--- src/rtl/debounce_pkg.sv ---
// Shared types and constants for the debounce bank: channel FSM state
// encodings, the reset value of the shared timeout, and a helper that sizes
// the readback select port.
package debounce_pkg;

  typedef enum logic [1:0] {
    STABLE  = 2'd0,
    BOUNCE1 = 2'd1,
    BOUNCE2 = 2'd2
  } dstate_e;

  typedef enum logic {
    UNLOCKED = 1'b0,
    LOCKED   = 1'b1
  } lstate_e;

  localparam int unsigned DEFAULT_TIMEOUT = 50000;

  // Width of a channel select; never narrower than one bit.
  function automatic int sel_width(input int n_ch);
    return (n_ch > 1) ? $clog2(n_ch) : 1;
  endfunction

endpackage

--- src/rtl/debounce_bank_if.sv ---
// Bus bundle for debounce_bank. The master modport is the host side that
// drives the raw inputs and control strobes; the slave modport is the bank.
interface debounce_bank_if
  import debounce_pkg::*;
#(
  parameter int N_CH  = 4,
  parameter int POS_W = 32,
  parameter int TMR_W = 32
);
  localparam int SEL_W = sel_width(N_CH);

  logic [N_CH-1:0]  sig_in;
  logic [POS_W-1:0] pos_in;
  logic [TMR_W-1:0] data_in;
  logic             set_timeout;
  logic [N_CH-1:0]  unlock;
  logic [SEL_W-1:0] sel;
  logic [N_CH-1:0]  sig_out;
  logic [N_CH-1:0]  sig_changed;
  logic             any_changed;
  logic [POS_W-1:0] pos_out;
  logic [7:0]       cycles;
  logic [TMR_W-1:0] max_bounce;

  modport master (
    output sig_in, pos_in, data_in, set_timeout, unlock, sel,
    input  sig_out, sig_changed, any_changed, pos_out, cycles, max_bounce
  );

  modport slave (
    input  sig_in, pos_in, data_in, set_timeout, unlock, sel,
    output sig_out, sig_changed, any_changed, pos_out, cycles, max_bounce
  );
endinterface

--- src/rtl/debounce_chan.sv ---
// One debounce channel: 2-flop synchroniser, bounce FSM (STABLE/BOUNCE1/
// BOUNCE2) with a saturating phase timer, and the UNLOCKED/LOCKED capture FSM.
// The timer counts samples already seen in the current phase; timer+1 is the
// phase length including the current sample and is what gets compared against
// the timeout and recorded as a bounce length.
// Optional feature: define DEBOUNCE_BANK_MAXB_EN to keep a per-channel
// longest-bounce register; otherwise max_bounce is tied to zero.
module debounce_chan
  import debounce_pkg::*;
#(
  parameter int POS_W = 32,
  parameter int TMR_W = 32
) (
  input  logic             clk,
  input  logic             reset,
  input  logic             sig_in,
  input  logic [POS_W-1:0] pos_in,
  input  logic [TMR_W-1:0] timeout,
  input  logic             unlock,
  output logic             sig_out,
  output logic             sig_changed,
  output logic [POS_W-1:0] pos_out,
  output logic [7:0]       cycles,
  output logic [TMR_W-1:0] max_bounce
);

  logic [1:0]       sync_q, sync_d;
  dstate_e          dstate_q, dstate_d;
  logic             value_q, value_d;
  logic [TMR_W-1:0] timer_q, timer_d;
  logic [POS_W-1:0] start_pos_q, start_pos_d;
  lstate_e          lstate_q, lstate_d;
  logic             sig_out_q, sig_out_d;
  logic             sig_changed_q, sig_changed_d;
  logic [POS_W-1:0] pos_out_q, pos_out_d;
  logic [7:0]       cycles_q, cycles_d;

  logic             sync;
  logic [TMR_W-1:0] timer_inc;
  logic             value_changed;

  assign sync      = sync_q[1];
  assign timer_inc = (timer_q == '1) ? timer_q : timer_q + 1'b1;

  // Next state for the synchroniser, bounce FSM and capture FSM.
  always_comb begin
    // NOTE: every variable gets a default first so no path infers a latch.
    sync_d        = {sync_q[0], sig_in};
    dstate_d      = dstate_q;
    value_d       = value_q;
    timer_d       = timer_q;
    start_pos_d   = start_pos_q;
    value_changed = 1'b0;

    unique case (dstate_q)
      STABLE: begin
        if (sync != value_q) begin
          dstate_d    = BOUNCE1;
          timer_d     = '0;
          start_pos_d = pos_in;
        end
      end
      BOUNCE1: begin
        if (sync != value_q) begin
          timer_d = timer_inc;
          if (timer_inc > timeout) begin
            value_d       = sync;
            value_changed = 1'b1;
            dstate_d      = STABLE;
          end
        end else begin
          dstate_d = BOUNCE2;
          timer_d  = '0;
        end
      end
      BOUNCE2: begin
        if (sync == value_q) begin
          timer_d = timer_inc;
          if (timer_inc > timeout) dstate_d = STABLE;
        end else begin
          dstate_d = BOUNCE1;
          timer_d  = '0;
        end
      end
      default: dstate_d = STABLE;
    endcase

    lstate_d      = lstate_q;
    sig_out_d     = sig_out_q;
    sig_changed_d = sig_changed_q;
    pos_out_d     = pos_out_q;
    // Every committed transition is counted, locked or not.
    cycles_d      = value_changed ? cycles_q + 8'd1 : cycles_q;

    unique case (lstate_q)
      UNLOCKED: begin
        // An unlock in the same cycle swallows the event: counted only.
        if (value_changed && !unlock) begin
          lstate_d      = LOCKED;
          sig_changed_d = 1'b1;
          sig_out_d     = value_d;
          pos_out_d     = start_pos_q;
        end
      end
      LOCKED: begin
        if (unlock) begin
          lstate_d      = UNLOCKED;
          sig_changed_d = 1'b0;
          sig_out_d     = value_d;
        end
      end
      default: lstate_d = UNLOCKED;
    endcase
  end

  // Channel state registers; reset aborts any bounce in progress.
  always_ff @(posedge clk or posedge reset) begin
    // NOTE: sequential state uses non-blocking assignments only.
    if (reset) begin
      sync_q        <= '0;
      dstate_q      <= STABLE;
      value_q       <= 1'b0;
      timer_q       <= '0;
      start_pos_q   <= '0;
      lstate_q      <= UNLOCKED;
      sig_out_q     <= 1'b0;
      sig_changed_q <= 1'b0;
      pos_out_q     <= '0;
      cycles_q      <= '0;
    end else begin
      sync_q        <= sync_d;
      dstate_q      <= dstate_d;
      value_q       <= value_d;
      timer_q       <= timer_d;
      start_pos_q   <= start_pos_d;
      lstate_q      <= lstate_d;
      sig_out_q     <= sig_out_d;
      sig_changed_q <= sig_changed_d;
      pos_out_q     <= pos_out_d;
      cycles_q      <= cycles_d;
    end
  end

  assign sig_out     = sig_out_q;
  assign sig_changed = sig_changed_q;
  assign pos_out     = pos_out_q;
  assign cycles      = cycles_q;

`ifdef DEBOUNCE_BANK_MAXB_EN
  logic [TMR_W-1:0] max_bounce_q, max_bounce_d;
  logic             bounce_exit;

  assign bounce_exit = ((dstate_q == BOUNCE1) && (sync == value_q)) ||
                       ((dstate_q == BOUNCE2) && (sync != value_q));

  // Track the longest BOUNCE1<->BOUNCE2 phase; unlock restarts the record.
  always_comb begin
    max_bounce_d = max_bounce_q;
    if (unlock) max_bounce_d = '0;
    else if (bounce_exit && (timer_inc > max_bounce_q)) max_bounce_d = timer_inc;
  end

  // Longest-bounce register.
  always_ff @(posedge clk or posedge reset) begin
    if (reset) max_bounce_q <= '0;
    else       max_bounce_q <= max_bounce_d;
  end

  assign max_bounce = max_bounce_q;
`else
  assign max_bounce = '0;
`endif

endmodule

--- src/rtl/debounce_bank.sv ---
// Bank of N_CH independent debounce channels sharing one programmable
// timeout, with a combinational readback mux for the selected channel.
// Optional feature: DEBOUNCE_BANK_MAXB_EN enables per-channel max_bounce.
module debounce_bank
  import debounce_pkg::*;
#(
  parameter int N_CH  = 4,
  parameter int POS_W = 32,
  parameter int TMR_W = 32
) (
  input  logic             clk,
  input  logic             reset,
  debounce_bank_if.slave   bus
);

  logic [TMR_W-1:0] timeout_q, timeout_d;
  logic [N_CH-1:0]  sig_out_w;
  logic [N_CH-1:0]  sig_changed_w;
  logic [POS_W-1:0] pos_arr [N_CH];
  logic [7:0]       cyc_arr [N_CH];
  logic [TMR_W-1:0] mb_arr  [N_CH];

  // Shared timeout load; takes effect on every channel from the next cycle.
  always_comb begin
    timeout_d = bus.set_timeout ? bus.data_in : timeout_q;
  end

  // Shared timeout register.
  always_ff @(posedge clk or posedge reset) begin
    if (reset) timeout_q <= TMR_W'(DEFAULT_TIMEOUT);
    else       timeout_q <= timeout_d;
  end

  for (genvar i = 0; i < N_CH; i++) begin : g_chan
    debounce_chan #(
      .POS_W (POS_W),
      .TMR_W (TMR_W)
    ) u_chan (
      .clk         (clk),
      .reset       (reset),
      .sig_in      (bus.sig_in[i]),
      .pos_in      (bus.pos_in),
      .timeout     (timeout_q),
      .unlock      (bus.unlock[i]),
      .sig_out     (sig_out_w[i]),
      .sig_changed (sig_changed_w[i]),
      .pos_out     (pos_arr[i]),
      .cycles      (cyc_arr[i]),
      .max_bounce  (mb_arr[i])
    );
  end

  assign bus.sig_out     = sig_out_w;
  assign bus.sig_changed = sig_changed_w;
  assign bus.any_changed = |sig_changed_w;

  // Readback of the selected channel; out-of-range selects read zero.
  always_comb begin
    bus.pos_out    = '0;
    bus.cycles     = '0;
    bus.max_bounce = '0;
    if (int'(bus.sel) < N_CH) begin
      bus.pos_out    = pos_arr[bus.sel];
      bus.cycles     = cyc_arr[bus.sel];
      bus.max_bounce = mb_arr[bus.sel];
    end
  end

endmodule

--- src/flat_wrapper.sv ---
// flat-port wrapper written by rule: the top's interface ports become plain ports
module debounce_bank_flat import debounce_pkg::*;
#(
  parameter int N_CH  = 4,
  parameter int POS_W = 32,
  parameter int TMR_W = 32
)
  (clk, reset, bus_sig_in, bus_pos_in, bus_data_in, bus_set_timeout, bus_unlock, bus_sel, bus_sig_out, bus_sig_changed, bus_any_changed, bus_pos_out, bus_cycles, bus_max_bounce);
  debounce_bank_if #(.N_CH(N_CH), .POS_W(POS_W), .TMR_W(TMR_W)) bus_i ();
  input  logic clk;
  input  logic reset;
  input wire logic [$bits(bus_i.sig_in)-1:0] bus_sig_in;
  input wire logic [$bits(bus_i.pos_in)-1:0] bus_pos_in;
  input wire logic [$bits(bus_i.data_in)-1:0] bus_data_in;
  input wire logic [$bits(bus_i.set_timeout)-1:0] bus_set_timeout;
  input wire logic [$bits(bus_i.unlock)-1:0] bus_unlock;
  input wire logic [$bits(bus_i.sel)-1:0] bus_sel;
  output wire logic [$bits(bus_i.sig_out)-1:0] bus_sig_out;
  output wire logic [$bits(bus_i.sig_changed)-1:0] bus_sig_changed;
  output wire logic [$bits(bus_i.any_changed)-1:0] bus_any_changed;
  output wire logic [$bits(bus_i.pos_out)-1:0] bus_pos_out;
  output wire logic [$bits(bus_i.cycles)-1:0] bus_cycles;
  output wire logic [$bits(bus_i.max_bounce)-1:0] bus_max_bounce;
  assign bus_i.sig_in = bus_sig_in;
  assign bus_i.pos_in = bus_pos_in;
  assign bus_i.data_in = bus_data_in;
  assign bus_i.set_timeout = bus_set_timeout;
  assign bus_i.unlock = bus_unlock;
  assign bus_i.sel = bus_sel;
  assign bus_sig_out = bus_i.sig_out;
  assign bus_sig_changed = bus_i.sig_changed;
  assign bus_any_changed = bus_i.any_changed;
  assign bus_pos_out = bus_i.pos_out;
  assign bus_cycles = bus_i.cycles;
  assign bus_max_bounce = bus_i.max_bounce;
  debounce_bank #(.N_CH(N_CH), .POS_W(POS_W), .TMR_W(TMR_W)) u_core (.clk(clk), .reset(reset), .bus(bus_i));
endmodule
--- config.mk ---
export PLATFORM = sky130hd
export DESIGN_NAME = debounce_bank_flat
export DESIGN_NICKNAME = d
export VERILOG_FILES = /design/src/rtl/debounce_pkg.sv /design/src/rtl/debounce_bank_if.sv /design/src/rtl/debounce_chan.sv /design/src/rtl/debounce_bank.sv /design/src/flat_wrapper.sv
export SDC_FILE = /design/constraint.sdc
export NUM_CORES = 1
export LEC_CHECK = 0
export ABC_CLOCK_PERIOD_IN_PS = 33400
export BUFFER_PORTS_ARGS = -buffer_cell sky130_fd_sc_hd__buf_4
export CORE_UTILIZATION = 45
export CTS_CLUSTER_SIZE = 14
export DETAILED_ROUTE_END_ITERATION = 8
export GPL_ROUTABILITY_DRIVEN = 1
export GPL_TIMING_DRIVEN = 0
export PLACE_DENSITY_LB_ADDON = 0.25
export SLEW_MARGIN = 10
export SYNTH_ARGS = -nofsm -noshare
export SYNTH_HDL_FRONTEND = slang
export SYNTH_SLANG_ARGS = --single-unit
--- constraint.sdc ---
create_clock -name clk -period 33.4 [get_ports clk]
set_clock_uncertainty 0.15 [all_clocks]
set_input_delay 6.68 -clock clk [delete_from_list [all_inputs] [get_ports clk]]
set_output_delay 6.68 -clock clk [all_outputs]
set_load 0.01 [all_outputs]
==> metrics.txt <==
maximum clock rate=roughly 0.065 GHz; Post-synth EDFFs=0; Root Driver=clkbuf_16; vias per inst=about 5.8; fin. max-slew vios=0; die height=~250 um; Hold Fails Final Rpt=0; cts bufs inserted=53; initial antenna violation count=2; DP Area=between 20000 and 30000 um2; fillers=5033; most frequent cells in the layout=dfrtp_1 (474), mux2_2 (236), nand2_1 (189); maxcap violations=0; Post-Syn Instances=approximately 2400; logic gate share of total power=0.221; WP data arrival=8.67 ns; total gr overflow=0; synthesis-stage register bit count=480; Routed wire per std cell=20.4 um; Hold Slack=0.199 ns; mux share of post-synthesis cell area=0.153; layout cells sized above 1=0.241; Core ar.=58200 um2; Starting DRT DRC Count=between 1500 and 2000; max_slew headroom=0.342; placer congestion estimate=between 0.8 and 0.9; post-synthesis compound-gate area fraction=0.120; WS Path Type=input pin to output pin; CTS tree=yes; Detail Route Antenna Nets=0; Pint=1.18 mW; Reg area=12000 um2; cts repair resizes=0; worst-path maximum fanout=10; final layout net count=2864; die width=approximately 250 um; Setup TNS Final=0 ns; number of global-route vias before repair=roughly 20000; Post-DP HPWL=slightly below 50 mm; simple-gate share of the synthesized area=0.114; Yosys Warn Count=0; first drt pass iteration count=7; Multi-input gate area=13700 um2; initial cell density of the core=0.459; clock slew at reported path FFs=approximately 0.06 ns; Overall Power=1.70 mW; commonest non-fill, non-tap cell in the layout=dfrtp_1; clock power share=0.354; Finished Layout Cells=3444; IO Pins=~160; largest family of logic cells by synthesized area=multiplexers; wirelength, routed=70.3 mm; Clk Latency, worst-skew pair=around 0.63 ns; status=finished, final reports clean; global-route wire length before repair=roughly 110 mm; CP Launch Type=input pin; crit share post-route=0.464; clock buffer depth=3; min cycle time layout=approximately 15 ns; power density over the cells=around 55 nW/um2; largest net degree at the start of global routing=around 130; Critical Path End Type=output pin; data required time at the worst endpoint=between 20 and 30 ns; Port-buffer cells=approximately 120; DRC Markers=0; DP Worst Slack=~18 ns; Syn Std Cell Area=26700 um2; HP Class=register to register; clock sinks=480; Final setup viols=0; GRT Total Usage=0.236; Avg Cell Area, Syn=11.0 um2; Sequential Power Share=0.425; Placed Cells=3345; worst slew pin tran=about 0.99 ns; Yosys cell types=92; overall die area=between 60000 and 70000 um2; vias=around 20000; CTS H-tree lvls=2; # rows=88; postcts setup bufs=0; Max VDD drop=~0.05 mV; asr flop ratio synth=1.00; Seq/Total Area, Yosys=0.449; Switching Share=0.306; post-synthesis adder-cell area fraction=0.0711; main flop type after synthesis=dfrtp_1; RSZ-0062 raised after global routing=false; hold buffers post-CTS=0; NetSw=between 0.5 and 0.6 mW; synthesis-to-finish area growth=14.7%; Core Util, Final=0.527; XOR/XNOR Fraction of Synth Area=0.0501; post-route cell area=a little over 30000 um2; Setup WS post-layout=about 18 ns; Lkg Pwr=roughly 14 nW
-- cell usage after synthesis, drive strengths merged (3+ instances only) --
master | number | share of area
a2111oi | 5 | 0.0019
a211oi | 6 | 0.0017
a21boi | 3 | 0.00084
a21o | 13 | 0.0036
a21oi | 118 | 0.022
a221o | 6 | 0.0022
a221oi | 3 | 0.00098
a22o | 18 | 0.0059
a31oi | 32 | 0.0075
a41oi | 8 | 0.0026
and2 | 16 | 0.0038
and3 | 30 | 0.0070
and4 | 23 | 0.0076
buf | 96 | 0.024
clkbuf | 62 | 0.0089
dfrtp | 474 | 0.44
dfstp | 6 | 0.0059
ha | 152 | 0.071
inv | 65 | 0.0091
mux2 | 269 | 0.12
mux2i | 6 | 0.0022
mux4 | 40 | 0.034
nand2 | 190 | 0.027
nand2b | 13 | 0.0030
nand3 | 86 | 0.017
nand4 | 67 | 0.017
nor2 | 72 | 0.010
nor2b | 9 | 0.0021
nor3 | 30 | 0.0064
nor4 | 14 | 0.0046
o211ai | 10 | 0.0030
o21a | 8 | 0.0022
o21ai | 191 | 0.036
o31ai | 76 | 0.021
or2 | 4 | 0.00094
or3 | 14 | 0.0036
or4 | 5 | 0.0015
xnor2 | 110 | 0.036
xor2 | 43 | 0.014
-- worst paths after layout --
kind / slack [ns] / to / start / cells after the start
min in group asynchronous: 5.92 / u_core.g_chan[1].u_chan.sync_q[0] / reset / 2
worst max register to register: 27.34 / u_core.g_chan[1].u_chan.pos_out[27] / u_core.g_chan[1].u_chan.timer_q[3] / 16
worst min register to register: 0.20 / u_core.g_chan[3].u_chan.sync_q[1] / u_core.g_chan[3].u_chan.sync_q[0] / 0
max in group asynchronous: 25.76 / u_core.g_chan[3].u_chan.pos_out[24] / reset / 4
worst min-delay path: 0.20 / u_core.g_chan[3].u_chan.sync_q[1] / u_core.g_chan[3].u_chan.sync_q[0] / 0
worst max-delay path: 17.90 / bus_pos_out[12] / bus_sel[0] / 5
-- cell type report --
type	instances	share of cell area
multi-input cells	1750	0.447
repair buffers	127	0.0337
well taps	765	0.0312
inverters	65	0.00820
flip-flops and latches	480	0.392
diodes	1	0.0000816
plain buffers	158	0.0286
clock buffers	84	0.0536
clock inverters	14	0.00551
-- power groups by stage --
stage | registers [mW] | logic (mW) | clock network [mW]
floorplan | 0.717 | 0.266 | 0
global placement | 0.725 | 0.359 | 0
detailed placement | 0.731 | 0.374 | 0
CTS | 0.720 | 0.376 | 0.613
global route | 0.731 | 0.413 | 0.637
finish | 0.721 | 0.376 | 0.600
-- flip-flops by register name, indices dropped and copies added (netlist names) --
name                              flops
u_core.g_chan.u_chan.sig_out          4
u_core.g_chan.u_chan.sync_q           8
u_core.g_chan.u_chan.lstate_q         4
u_core.g_chan.u_chan.pos_out        128
u_core.timeout_q                     32
u_core.g_chan.u_chan.sig_changed      4
u_core.g_chan.u_chan.cycles          32
u_core.g_chan.u_chan.timer_q        128
u_core.g_chan.u_chan.dstate_q         8
u_core.g_chan.u_chan.value_q          4
u_core.g_chan.u_chan.start_pos_q    128
-- routing by layer --
metal	track usage	wire, um	vias to the layer above
li1	-	-	9250
met1	0.320	31400	9915
met2	0.381	32500	512
met3	0.0435	4160	128
met4	0.0765	2110	4
met5	0	27	-
-- cells by family after synthesis --
family / Yosys count
AOI/OAI and AO/OA: 519
xor gates and xnor gates: 153
adders and majority gates: 152
buffers and inverters: 223
DFF: 480
muxes: 315
other: 1
and+or+nand+nor: 579
-- critical path: stages --
cell	delay (ns)
buf_4	0.13
clkbuf_1	0.50
clkbuf_1	0.71
mux4_2	0.46
buf_4	0.17
Power figures use the tool's default switching activity.
